<file path="config.mk">
export PLATFORM = sky130hd
export DESIGN_NAME = alu_flat
export DESIGN_NICKNAME = d
export VERILOG_FILES = /design/src/rtl/alu_pkg.sv /design/src/rtl/alu_if.sv /design/src/rtl/alu_flags_reg.sv /design/src/rtl/alu.sv /design/src/flat_wrapper.sv
export SDC_FILE = /design/constraint.sdc
export NUM_CORES = 1
export LEC_CHECK = 0
export CORE_ASPECT_RATIO = 1.1
export CORE_MARGIN = 5
export CORE_UTILIZATION = 50
export DETAILED_ROUTE_END_ITERATION = 7
export GPL_ROUTABILITY_DRIVEN = 1
export PLACE_DENSITY_LB_ADDON = 0.08
export SLEW_MARGIN = 5
export SYNTH_ARGS = -nofsm -noshare
export SYNTH_HDL_FRONTEND = slang
export SYNTH_SLANG_ARGS = --single-unit
</file>
<file path="constraint.sdc">
create_clock -name clk -period 3.4 [get_ports clk]
set_clock_uncertainty 0.15 [all_clocks]
set_input_delay 0.51 -clock clk [delete_from_list [all_inputs] [get_ports clk]]
set_output_delay 0.51 -clock clk [all_outputs]
set_load 0.02 [all_outputs]
</file>
<file path="src/rtl/alu_pkg.sv">
// Shared definitions for the 8-bit ALU: opcode encodings and flag bit positions.
package alu_pkg;

    localparam logic [3:0] OP_PASSA = 4'b0000;
    localparam logic [3:0] OP_PASSB = 4'b0001;
    localparam logic [3:0] OP_NOTA  = 4'b0010;
    localparam logic [3:0] OP_NOTB  = 4'b0011;
    localparam logic [3:0] OP_ADD   = 4'b0100;
    localparam logic [3:0] OP_SUB   = 4'b0101;
    localparam logic [3:0] OP_CMP   = 4'b0110;
    localparam logic [3:0] OP_AND   = 4'b0111;
    localparam logic [3:0] OP_OR    = 4'b1000;
    localparam logic [3:0] OP_NAND  = 4'b1001;
    localparam logic [3:0] OP_XOR   = 4'b1010;
    localparam logic [3:0] OP_LSL   = 4'b1011;
    localparam logic [3:0] OP_LSR   = 4'b1100;
    localparam logic [3:0] OP_ASL   = 4'b1101;
    localparam logic [3:0] OP_ASR   = 4'b1110;
    localparam logic [3:0] OP_CSR   = 4'b1111;

    localparam int unsigned FLAG_Z = 3;
    localparam int unsigned FLAG_C = 2;
    localparam int unsigned FLAG_N = 1;
    localparam int unsigned FLAG_O = 0;

endpackage

</file>
<file path="src/rtl/alu_if.sv">
// Operand/result bundle between the ALU and its datapath neighbours.
interface alu_if;
    logic [7:0] A;
    logic [7:0] B;
    logic [3:0] FunSel;
    logic [7:0] OutALU;
    logic [3:0] Flags;

    modport master (output A, output B, output FunSel, input OutALU, input Flags);
    modport slave  (input A, input B, input FunSel, output OutALU, output Flags);
endinterface

</file>
<file path="src/rtl/alu_flags_reg.sv">
// 4-bit status register with per-bit load enables and synchronous active-high reset.
module alu_flags_reg (
    input  logic       clk,
    input  logic       rst,
    input  logic [3:0] en,
    input  logic [3:0] d,
    output logic [3:0] q
);

    always_ff @(posedge clk) begin
        if (rst) begin
            q <= '0;
        end else begin
            for (int unsigned i = 0; i < 4; i++) begin
                if (en[i]) q[i] <= d[i];
            end
        end
    end

endmodule

</file>
<file path="src/rtl/alu.sv">
// 8-bit ALU: combinational result, Z/C/N/O flags latched on each rising clock edge.
module alu
    import alu_pkg::*;
(
    input  logic  clk,
    input  logic  rst,
    alu_if.slave  bus
);

    logic [7:0] a;
    logic [7:0] b;
    logic [8:0] add9;
    logic [8:0] sub9;
    logic       add_o;
    logic       sub_o;
    logic [7:0] result;
    logic [7:0] flag_res;
    logic       c_next;
    logic       o_next;
    logic       c_en;
    logic       o_en;
    logic [3:0] flag_d;
    logic [3:0] flag_en;
    logic [3:0] flags_q;

    assign a     = bus.A;
    assign b     = bus.B;
    assign add9  = {1'b0, a} + {1'b0, b};
    assign sub9  = {1'b0, a} + {1'b0, ~b} + 9'd1;
    assign add_o = (a[7] == b[7]) & (add9[7] != a[7]);
    assign sub_o = (a[7] != b[7]) & (sub9[7] != a[7]);

    always_comb begin
        result = a;
        c_next = 1'b0;
        o_next = 1'b0;
        c_en   = 1'b0;
        o_en   = 1'b0;
        case (bus.FunSel)
            OP_PASSA: result = a;
            OP_PASSB: result = b;
            OP_NOTA:  result = ~a;
            OP_NOTB:  result = ~b;
            OP_ADD: begin
                result = add9[7:0];
                c_next = add9[8];
                o_next = add_o;
                c_en   = 1'b1;
                o_en   = 1'b1;
            end
            OP_SUB, OP_CMP: begin
                result = (bus.FunSel == OP_CMP) ? a : sub9[7:0];
                c_next = sub9[8];
                o_next = sub_o;
                c_en   = 1'b1;
                o_en   = 1'b1;
            end
            OP_AND:   result = a & b;
            OP_OR:    result = a | b;
            OP_NAND:  result = ~(a & b);
            OP_XOR:   result = a ^ b;
            OP_LSL: begin
                result = {a[6:0], 1'b0};
                c_next = a[7];
                c_en   = 1'b1;
            end
            OP_LSR: begin
                result = {1'b0, a[7:1]};
                c_next = a[0];
                c_en   = 1'b1;
            end
            OP_ASL: begin
                result = {a[6:0], 1'b0};
                c_next = a[7];
                o_next = a[7] ^ a[6];
                c_en   = 1'b1;
                o_en   = 1'b1;
            end
            OP_ASR: begin
                result = {a[7], a[7:1]};
                c_next = a[0];
                c_en   = 1'b1;
            end
            OP_CSR: begin
                result = {a[0], a[7:1]};
                c_next = a[0];
                c_en   = 1'b1;
            end
            default: result = a;
        endcase
    end

    // Compare passes A through but its Z/N describe the A-B difference.
    assign flag_res = (bus.FunSel == OP_CMP) ? sub9[7:0] : result;

    always_comb begin
        flag_d          = '0;
        flag_en         = '0;
        flag_d[FLAG_Z]  = (flag_res == 8'h00);
        flag_d[FLAG_N]  = flag_res[7];
        flag_d[FLAG_C]  = c_next;
        flag_d[FLAG_O]  = o_next;
        flag_en[FLAG_Z] = 1'b1;
        flag_en[FLAG_N] = 1'b1;
        flag_en[FLAG_C] = c_en;
        flag_en[FLAG_O] = o_en;
    end

    alu_flags_reg u_flags (
        .clk (clk),
        .rst (rst),
        .en  (flag_en),
        .d   (flag_d),
        .q   (flags_q)
    );

    assign bus.OutALU = result;
    assign bus.Flags  = flags_q;

endmodule

</file>
<file path="src/flat_wrapper.sv">
// flat-port wrapper written by rule: the top's interface ports become plain ports
module alu_flat import alu_pkg::*;
  (clk, rst, bus_A, bus_B, bus_FunSel, bus_OutALU, bus_Flags);
  alu_if bus_i ();
  input  logic clk;
  input  logic rst;
  input wire logic [$bits(bus_i.A)-1:0] bus_A;
  input wire logic [$bits(bus_i.B)-1:0] bus_B;
  input wire logic [$bits(bus_i.FunSel)-1:0] bus_FunSel;
  output wire logic [$bits(bus_i.OutALU)-1:0] bus_OutALU;
  output wire logic [$bits(bus_i.Flags)-1:0] bus_Flags;
  assign bus_i.A = bus_A;
  assign bus_i.B = bus_B;
  assign bus_i.FunSel = bus_FunSel;
  assign bus_OutALU = bus_i.OutALU;
  assign bus_Flags = bus_i.Flags;
  alu u_core (.clk(clk), .rst(rst), .bus(bus_i));
endmodule
</file>
=== Yosys cells after proc, flatten, opt, wreduce, memory -nomap -nowiden ===
Cells that the tools add are included.

* Register bits: 4
* Output and inout bits: 12
* Logic and storage cells: 48

* Add/subtract/negate cells: 3
* Eq/ne operators: 19
* Mux-type cells: 7
* Bitwise operators: 9
* Reduce and logical (&&, ||, !) cells: 7

{| class="wikitable"
|+ Operators by type and width
! operator !! count
|-
| case mux 8 bit (14 select lines) || 1
|-
| equality test 4 bit (second input constant) || 8
|-
| NOT 8 bit || 3
|-
| adder 8 x 8 -> 9 bit || 2
|-
| equality test 4 x 3 -> 1 bit (second input constant) || 4
|-
| two-way mux 8 bit || 2
|-
| adder 9 x 1 -> 9 bit (second input constant) || 1
|-
| bitwise AND 8 bit || 1
|-
| equality test 4 x 2 -> 1 bit (second input constant) || 2
|-
| logical NOT 8 bit || 1
|-
| OR 8 bit || 1
|-
| OR reduction 8 bit || 1
|-
| XOR 8 bit || 1
|-
| equality test 4 x 1 -> 1 bit (second input constant) || 1
|-
| logical NOT 4 bit || 1
|-
| case mux 1 bit (4 select lines) || 1
|-
| OR reduction 2 bit || 2
|-
| OR reduction 4 bit || 1
|-
| != test 1 bit || 3
|-
| case mux 1 bit (3 select lines) || 1
|-
| OR reduction 3 bit || 1
|-
| bitwise AND 1 bit || 2
|-
| two-way mux 1 bit || 2
|-
| equality test 1 bit || 1
|-
| XOR 1 bit || 1
|}

=== Longest topological paths before layout ===
Gate-level depths: netlist of run 1.

* Word-level depth: 7
* Gate-level depth with buffers: 11

=== Modules after synthesis ===
From an unflattened synthesis of run 1, not the netlist that was laid out.

* Cells, all modules: 316
* Area total of the unflattened synthesis: 2224.6 sq um

{| class="wikitable"
|+ By module, submodules not included
! module !! instances !! cells an instance !! area each (sq um) !! sequential area each (sq um)
|-
| alu || 1 || 304 || 2089.5 || 0.0
|-
| alu_flags_reg || 1 || 12 || 135.1 || 80.1
|}

=== Least setup slack after synthesis of run 1 ===
Ideal clock, no wire load.

* Kind: input to output
* Start: input bus_A[7]
* End: output bus_OutALU[7]
* Data arrival time: 2.381 ns
* Data required time: 2.740 ns
* Slack: 0.359 ns
* Cell stages on the path: 10
* Cells stage by stage: clkbuf_1 > inv_1 > ha_1 > clkbuf_1 > or3b_1 > a21oi_1 > o21ai_0 > nand3_1 > a211oi_1 > nor2_1

* Cells in the longest elaborated chain, start to end: 4

{| class="wikitable"
|+ Ends and longest elaborated chain
! item !! line !! text
|-
| start, declared || flat_wrapper.sv:7 || <nowiki>input wire logic [$bits(bus_i.A)-1:0] bus_A;</nowiki>
|-
| adder 8 x 8 -> 9 bit || alu.sv:29 || <nowiki>assign sub9 = {1'b0, a} + {1'b0, ~b} + 9'd1;</nowiki>
|-
| adder 9 x 1 -> 9 bit || alu.sv:29 ||
|-
| two-way mux 8 bit || alu.sv:52 || <nowiki>result = (bus.FunSel == OP_CMP) ? a : sub9[7:0];</nowiki>
|-
| case mux 8 bit (14 select lines) * || alu.sv:39 || <nowiki>case (bus.FunSel)</nowiki>
|-
| end, declared || flat_wrapper.sv:10 || <nowiki>output wire logic [$bits(bus_i.OutALU)-1:0] bus_OutALU;</nowiki>
|}

Every way passes the cells marked *; elsewhere a longest branch is shown, timed or not.

=== Worst setup path after layout of run 1 ===
* Start: input bus_A[0]
* End: output bus_OutALU[1]

Same word-level chain as after synthesis.

==> results of run 1 <==
==> metal layers <==
metal	share of wire [%]	wire length, um	GRT usage, %
met2	49	4110	49.3
met1	41	3480	37.9
met3	8.4	707	0.979
met5	0	0	0
met4	1.7	144	4.90
==> where the power goes <==
part | total (mW) | switching [mW] | internal [mW]
sequential | 0.0522 | 0.00155 | 0.0507
clock | 0.108 | 0.0317 | 0.0761
combinational | 0.552 | 0.274 | 0.279
total | 0.712 | 0.307 | 0.406
==> per-stage QoR <==
stage / cells / TNS (ps) / cell area [um2] / total power [mW] / worst slack [ps]
finish: 511 / 0 / 3590 / 0.712 / 66.0
global route: 511 / -10.5 / 3590 / 0.759 / -9.07
CTS: 508 / 0 / 3520 / 0.693 / 1.95
detailed placement: 498 / -3710 / 3370 / 0.569 / -589
global placement: 498 / -3430 / 3370 / 0.564 / -572
floorplan: 329 / 0 / 2340 / 0.332 / 359
==> cells in the mapped netlist, drive strengths merged, types with 3 or more instances <==
cell | instances | share of area [%]
mux2i | 6 | 2.6
dfxtp | 4 | 3.4
a32oi | 3 | 1.1
ha | 24 | 13
nor4 | 7 | 1.9
clkbuf | 5 | 0.86
or3 | 6 | 1.6
a22oi | 3 | 0.96
o22ai | 5 | 1.3
nand2 | 19 | 3.0
nor2 | 23 | 3.8
o211ai | 5 | 1.6
a221oi | 4 | 1.8
nor3 | 6 | 1.5
a211oi | 7 | 2.5
a21oi | 23 | 4.9
a2111oi | 3 | 2.2
or2 | 3 | 0.80
nor2b | 7 | 1.9
nand4 | 6 | 1.6
o21a | 3 | 0.96
nand3 | 13 | 3.0
inv | 29 | 4.7
and2 | 3 | 0.91
nor3b | 6 | 2.1
nand2b | 8 | 2.2
buf | 21 | 6.0
xnor2 | 14 | 5.2
o32ai | 3 | 1.1
o221ai | 3 | 1.1
o21ai | 17 | 3.6
==> worst max path at each step <==
stage | startpoint | to | slack [ps] | cells past startpoint
2_1_floorplan | bus_A[7] | bus_OutALU[7] | 360 | 10
3_3_place_gp | bus_B[0] | bus_OutALU[6] | -570 | 11
3_5_place_dp | bus_B[0] | bus_OutALU[6] | -590 | 11
4_1_cts | bus_A[2] | bus_OutALU[7] | 2 | 11
5_1_grt | bus_A[1] | bus_OutALU[7] | -9 | 12
6_report | bus_A[0] | bus_OutALU[1] | 70 | 9
==> what timing repair did <==
| item | CTS | global route |
|---|---|---|
| pin swaps | 11 | 9 |
| cloned | 0 | 0 |
| gates resized for setup | 50 | 18 |
| hold buffers | 0 | 0 |
| buffers inserted | 7 | 3 |
| endpoints found under the setup margin | 8 | 7 |
==> area by class of cell <==
class | instances | area (um2)
Tap cell | 56 | 70.1
Timing Repair Buffer | 149 | 1200
Sequential cell | 4 | 80.1
Fill cell | 351 | 996
Inverter | 30 | 113
Clock buffer | 3 | 41.3
Multi-Input combinational cell | 269 | 2090
==> cell families after synthesis <==
kind of cell / count (synthesis) / synth area share [%]
AOI/OAI and AO/OA: 101 / 31.3
and+or+nand+nor: 119 / 29.5
xor gates and xnor gates: 16 / 5.99
adders and majority gates: 26 / 14.6
muxes: 7 / 3.53
buffers and inverters: 56 / 11.7
DFF: 4 / 3.42
==> worst max-delay path: cells and delay by family <==
family | cells | cell delay [ps]
compound gates | 3 | 660
fa+ha+maj | 2 | 720
buf+inv | 4 | 770
==> metrics.txt, run 1 <==
run status complete, no violations; CTS sink count 4; Final Hold Slack 342 ps; gpl congestion 0.895; RR Startpoint u_core.u_flags.q[2]; routed via count 3,067; async set or reset register ratio after synthesis 0%; Pre-Repair DR Iteration Count 5; Root Buffer clkbuf_8; Worst Hold Launch u_core.u_flags.q[0]; Top Registers u_core.u_flags.q: 4 flops; Final ANT Viol Nets 0; Final Core Density 78.3%; total global routing overflow 0; Worst path slowest cell fa_2; post-synthesis cell count 329; hpwl dp 6.67 mm; largest net degree at the start of global routing 26; Starting DRT DRC Count 276; Hold Crit Class reg -> reg; CTS tree yes; share of layout cells above drive strength 1 36.0%; vias in the first global route 2,914; fin crit share 98.1%; CTS H-tree depth 1; Die X 75.2 um; Tot GR Track Use 27.9%; Ys Warns 0; CTS buffer count 3; VDD IR max 0.000127 V; worst reg2reg endpoint u_core.u_flags.q[2]; max reg flops 4; full die area 6150 um2; Area Overhead vs Synth 53.6%; I/O Pins 34; most frequent cells in the layout 116 x buf_4, 24 x inv_1, 22 x nor2_1, 21 x a21oi_1, 19 x nand2_1; wire per inst 16.5 um; # setup viols final 0; post-synthesis cell area 2340 um2; R2R Setup Slk 2550 ps; initial antenna violation count 0; Hold Path Cell Cnt 2; Buffers on Ports 33; Starting Density 51.0%; Critical Path AT 2670 ps; power per cell area 198 nW/um2; Mean Syn Cell Area 7.11 um2; CP Data Required Time 2740 ps; crit path max fanout 3; clk_lat worst skew 220 ps; Main synth FF type dfxtp_1; CTS Buffer Depth 2; final hold viol count 0; Crit Path Category in -> out; num rows 26; Static Leak 1.63 nW; Die H 81.7 um; max_cap viols 0; Inserted Diodes 0; Worst Reg-to-Reg Cells 2; Post-synth EDFFs 0; hold endpoint u_core.u_flags.q[0]; DRC Markers 0; critical path capture point type output port; Most flops, register u_core.u_flags.q; Fmax achieved 0.300 GHz; FF+latch count, synth 4; clock slew at reported path FFs 30 ps; Worst setup SP type input pin; synth unique cells 78; syn_nets 377; final net count 505; worst slew pin tran 481 ps; fin crit period 3330 ps; core box area 4590 um2; Via density 6.00; crit-path max cell delay 540 ps; CP Cell Sequence dlygate4sd2_1 > inv_1 > ha_2 > inv_1 > fa_2 > a21oi_1 > o311a_1 > o211ai_1 > dlygate4sd2_1; relative slew slack 67.9%; commonest non-fill, non-tap cell in the layout buf_4; sequential area share after synthesis 3.42%; WL final 8.44 mm; fin. max-slew vios 0; first-pass GRT wire length 13.7 mm
Note: power is estimated with default switching activity, not from simulation.
==> run 2: changes to the inputs <==
==> constraint.sdc (replaced) <==
create_clock -name clk -period 3.2 [get_ports clk]
set_clock_uncertainty 0.15 [all_clocks]
set_input_delay 0.48 -clock clk [delete_from_list [all_inputs] [get_ports clk]]
set_output_delay 0.48 -clock clk [all_outputs]
set_load 0.02 [all_outputs]
==> run 2 against run 1 <==
First-iteration DRC count rose by 16%. Critical endpoint is now bus_OutALU[4]. Largest cell class unchanged. Critical path depth up 1. Core utilization up 2.8 points. Final cell count is 0.78% higher. Clock power about the same. Register-to-register slack worse by 170 ps. Largest power group unchanged. Global-route usage up 3.0 points. Flip-flop and latch count is the same. Cell area rose by 3.5%. Wire length rose by 10%.
==> metrics.txt, run 2 (same netlist as run 1, synthesis figures left out) <==
commonest non-fill, non-tap cell in the layout buf_4; Worst Hold Launch u_core.u_flags.q[0]; fin crit period 3150 ps; routed via count 3,204; Worst Reg-to-Reg Cells 2; run status complete, no violations; Metal-1 WL 3.74 mm; RR Startpoint u_core.u_flags.q[2]; Via density 6.22; Area Overhead vs Synth 59.0%; clock slew at reported path FFs 30 ps; crit path buf inv count 3; share of layout cells above drive strength 1 40.5%; CP Cell Sequence clkdlybuf4s15_2 > ha_4 > inv_1 > fa_2 > nor2b_4 > o21a_4 > or4_4 > nand4b_1 > or2_4 > buf_6; Buffers on Ports 33; Hold Buf Count CTS 0; Static Leak 1.65 nW; core box area 4590 um2; fin crit share 98.4%; hold endpoint u_core.u_flags.q[0]; placed insts 502; final hold viol count 0; Starting Density 51.0%; num rows 26; family with the most delay on the worst path simple AND/OR/NAND/NOR gates; Pre-Repair DR Iteration Count 5; top sig layer met4; max reg flops 4; CTS tree yes; gpl congestion 0.927; crit path max fanout 5; I/O Pins 34; first-pass GRT wire length 14.9 mm; Top Registers u_core.u_flags.q: 4 flops; vias in the first global route 2,996; worst reg2reg endpoint u_core.u_flags.q[2]; CTS Buffer Depth 2; full die area 6150 um2; # setup viols final 0; VDD IR max 0.000184 V; critical path capture point type output port; Hold Path Cell Cnt 2; Critical Path AT 2520 ps; CTS buffer count 3; Tot GR Track Use 30.9%; Root Buffer clkbuf_8; final net count 509; Die X 75.2 um; worst slew pin tran 619 ps; WL final 9.31 mm; hpwl dp 6.94 mm; fin. max-slew vios 0; CP Data Required Time 2570 ps; Worst path slowest cell or4_4; Most flops, register u_core.u_flags.q; CTS sink count 4; Fmax achieved 0.318 GHz; Starting DRT DRC Count 321; met2 routed wirelength 4.54 mm; initial antenna violation count 0; Die H 81.7 um; Hold Crit Class reg -> reg; Total Power 0.799 mW; max_cap viols 0; Inserted Diodes 0; Crit Path Category in -> out; CTS H-tree depth 1; Final Hold Slack 345 ps; power per cell area 215 nW/um2; Final ANT Viol Nets 0; Post-Layout Cell Count 515; relative slew slack 58.4%; DRC Markers 0; metal3 WL 755 um; wire per inst 18.1 um; clk_lat worst skew 210 ps; Worst setup SP type input pin; most frequent cells in the layout 117 x buf_4, 22 x nor2_1, 22 x a21oi_1, 20 x inv_1, 19 x nand2_1; total global routing overflow 0; crit-path max cell delay 480 ps; R2R Setup Slk 2380 ps; largest net degree at the start of global routing 38
## run 2: cell types whose count changed in the layout (fill, tap and decap cells not counted), sizes merged
cell / previous run / this run
buf: 122 / 127
clkbuf: 3 / 6
dlymetal6s2s: 5 / 1
## run 2: how the worst max path moves through the flow
stage / start / to / slack, ps / cells past startpoint
final: bus_B[0] / bus_OutALU[4] / 50 / 10
after detailed placement: bus_B[0] / bus_OutALU[6] / -760 / 11
after CTS: bus_B[2] / bus_OutALU[7] / 0.8 / 12
after global placement: bus_B[0] / bus_OutALU[6] / -710 / 11
after floorplan: bus_A[7] / bus_OutALU[7] / 220 / 10
after global routing: bus_B[5] / bus_OutALU[5] / -30 / 10
## run 2: final cells by class
type / count / area, um2
Tap cell: 56 / 70.1
Clock buffer: 3 / 41.3
Fill cell: 317 / 870
Inverter: 30 / 113
Timing Repair Buffer: 153 / 1240
Sequential cell: 4 / 80.1
Multi-Input combinational cell: 269 / 2180
## run 2: tightest hold or removal path: stages (launching register included)
cell and delay, ps:
dfxtp_1 300, nor2_1 100, a211oi_1 50
## run 2: what timing repair did
| action | in CTS | in global routing |
|---|---|---|
| resized for setup | 78 | 25 |
| buffers inserted | 8 | 3 |
| pin swaps | 15 | 9 |
| endpoints found under the setup margin | 10 | 9 |
## run 2: metal layers
layer,vias to the layer above,global-route usage (%)
met5,-,0
met4,0,7.34
met3,36,4.53
met2,184,52.3
met1,1499,41.0
li1,1485,-
## run 2: stage by stage
| stage | TNS (ps) | instance area [um2] | setup WS, ps | util, % |
|---|---|---|---|---|
| after CTS | 0 | 3640 | 0.796 | 79.3 |
| after detailed placement | -5700 | 3420 | -759 | 74.6 |
| after floorplan | 0 | 2340 | 219 | - |
| after global placement | -5210 | 3420 | -714 | 74.6 |
| after global routing | -45.6 | 3720 | -33.4 | 81.0 |
| final | 0 | 3720 | 52.5 | 81.0 |
## run 2: power breakdown
group | switching (mW) | internal, mW
sequential | 0.00120 | 0.0539
combinational | 0.315 | 0.324
clock | 0.0246 | 0.0801
total | 0.341 | 0.458
==> run 3: changes to the inputs <==
--- a/config.mk
+++ b/config.mk
@@ -11,7 +11,7 @@
 export DETAILED_ROUTE_END_ITERATION = 7
 export GPL_ROUTABILITY_DRIVEN = 1
 export PLACE_DENSITY_LB_ADDON = 0.08
-export SLEW_MARGIN = 5
+export SLEW_MARGIN = 20
 export SYNTH_ARGS = -nofsm -noshare
 export SYNTH_HDL_FRONTEND = slang
 export SYNTH_SLANG_ARGS = --single-unit
==> results of run 3 <==
Same layout as run 2: the final DEF is identical, and so are final timing and power.
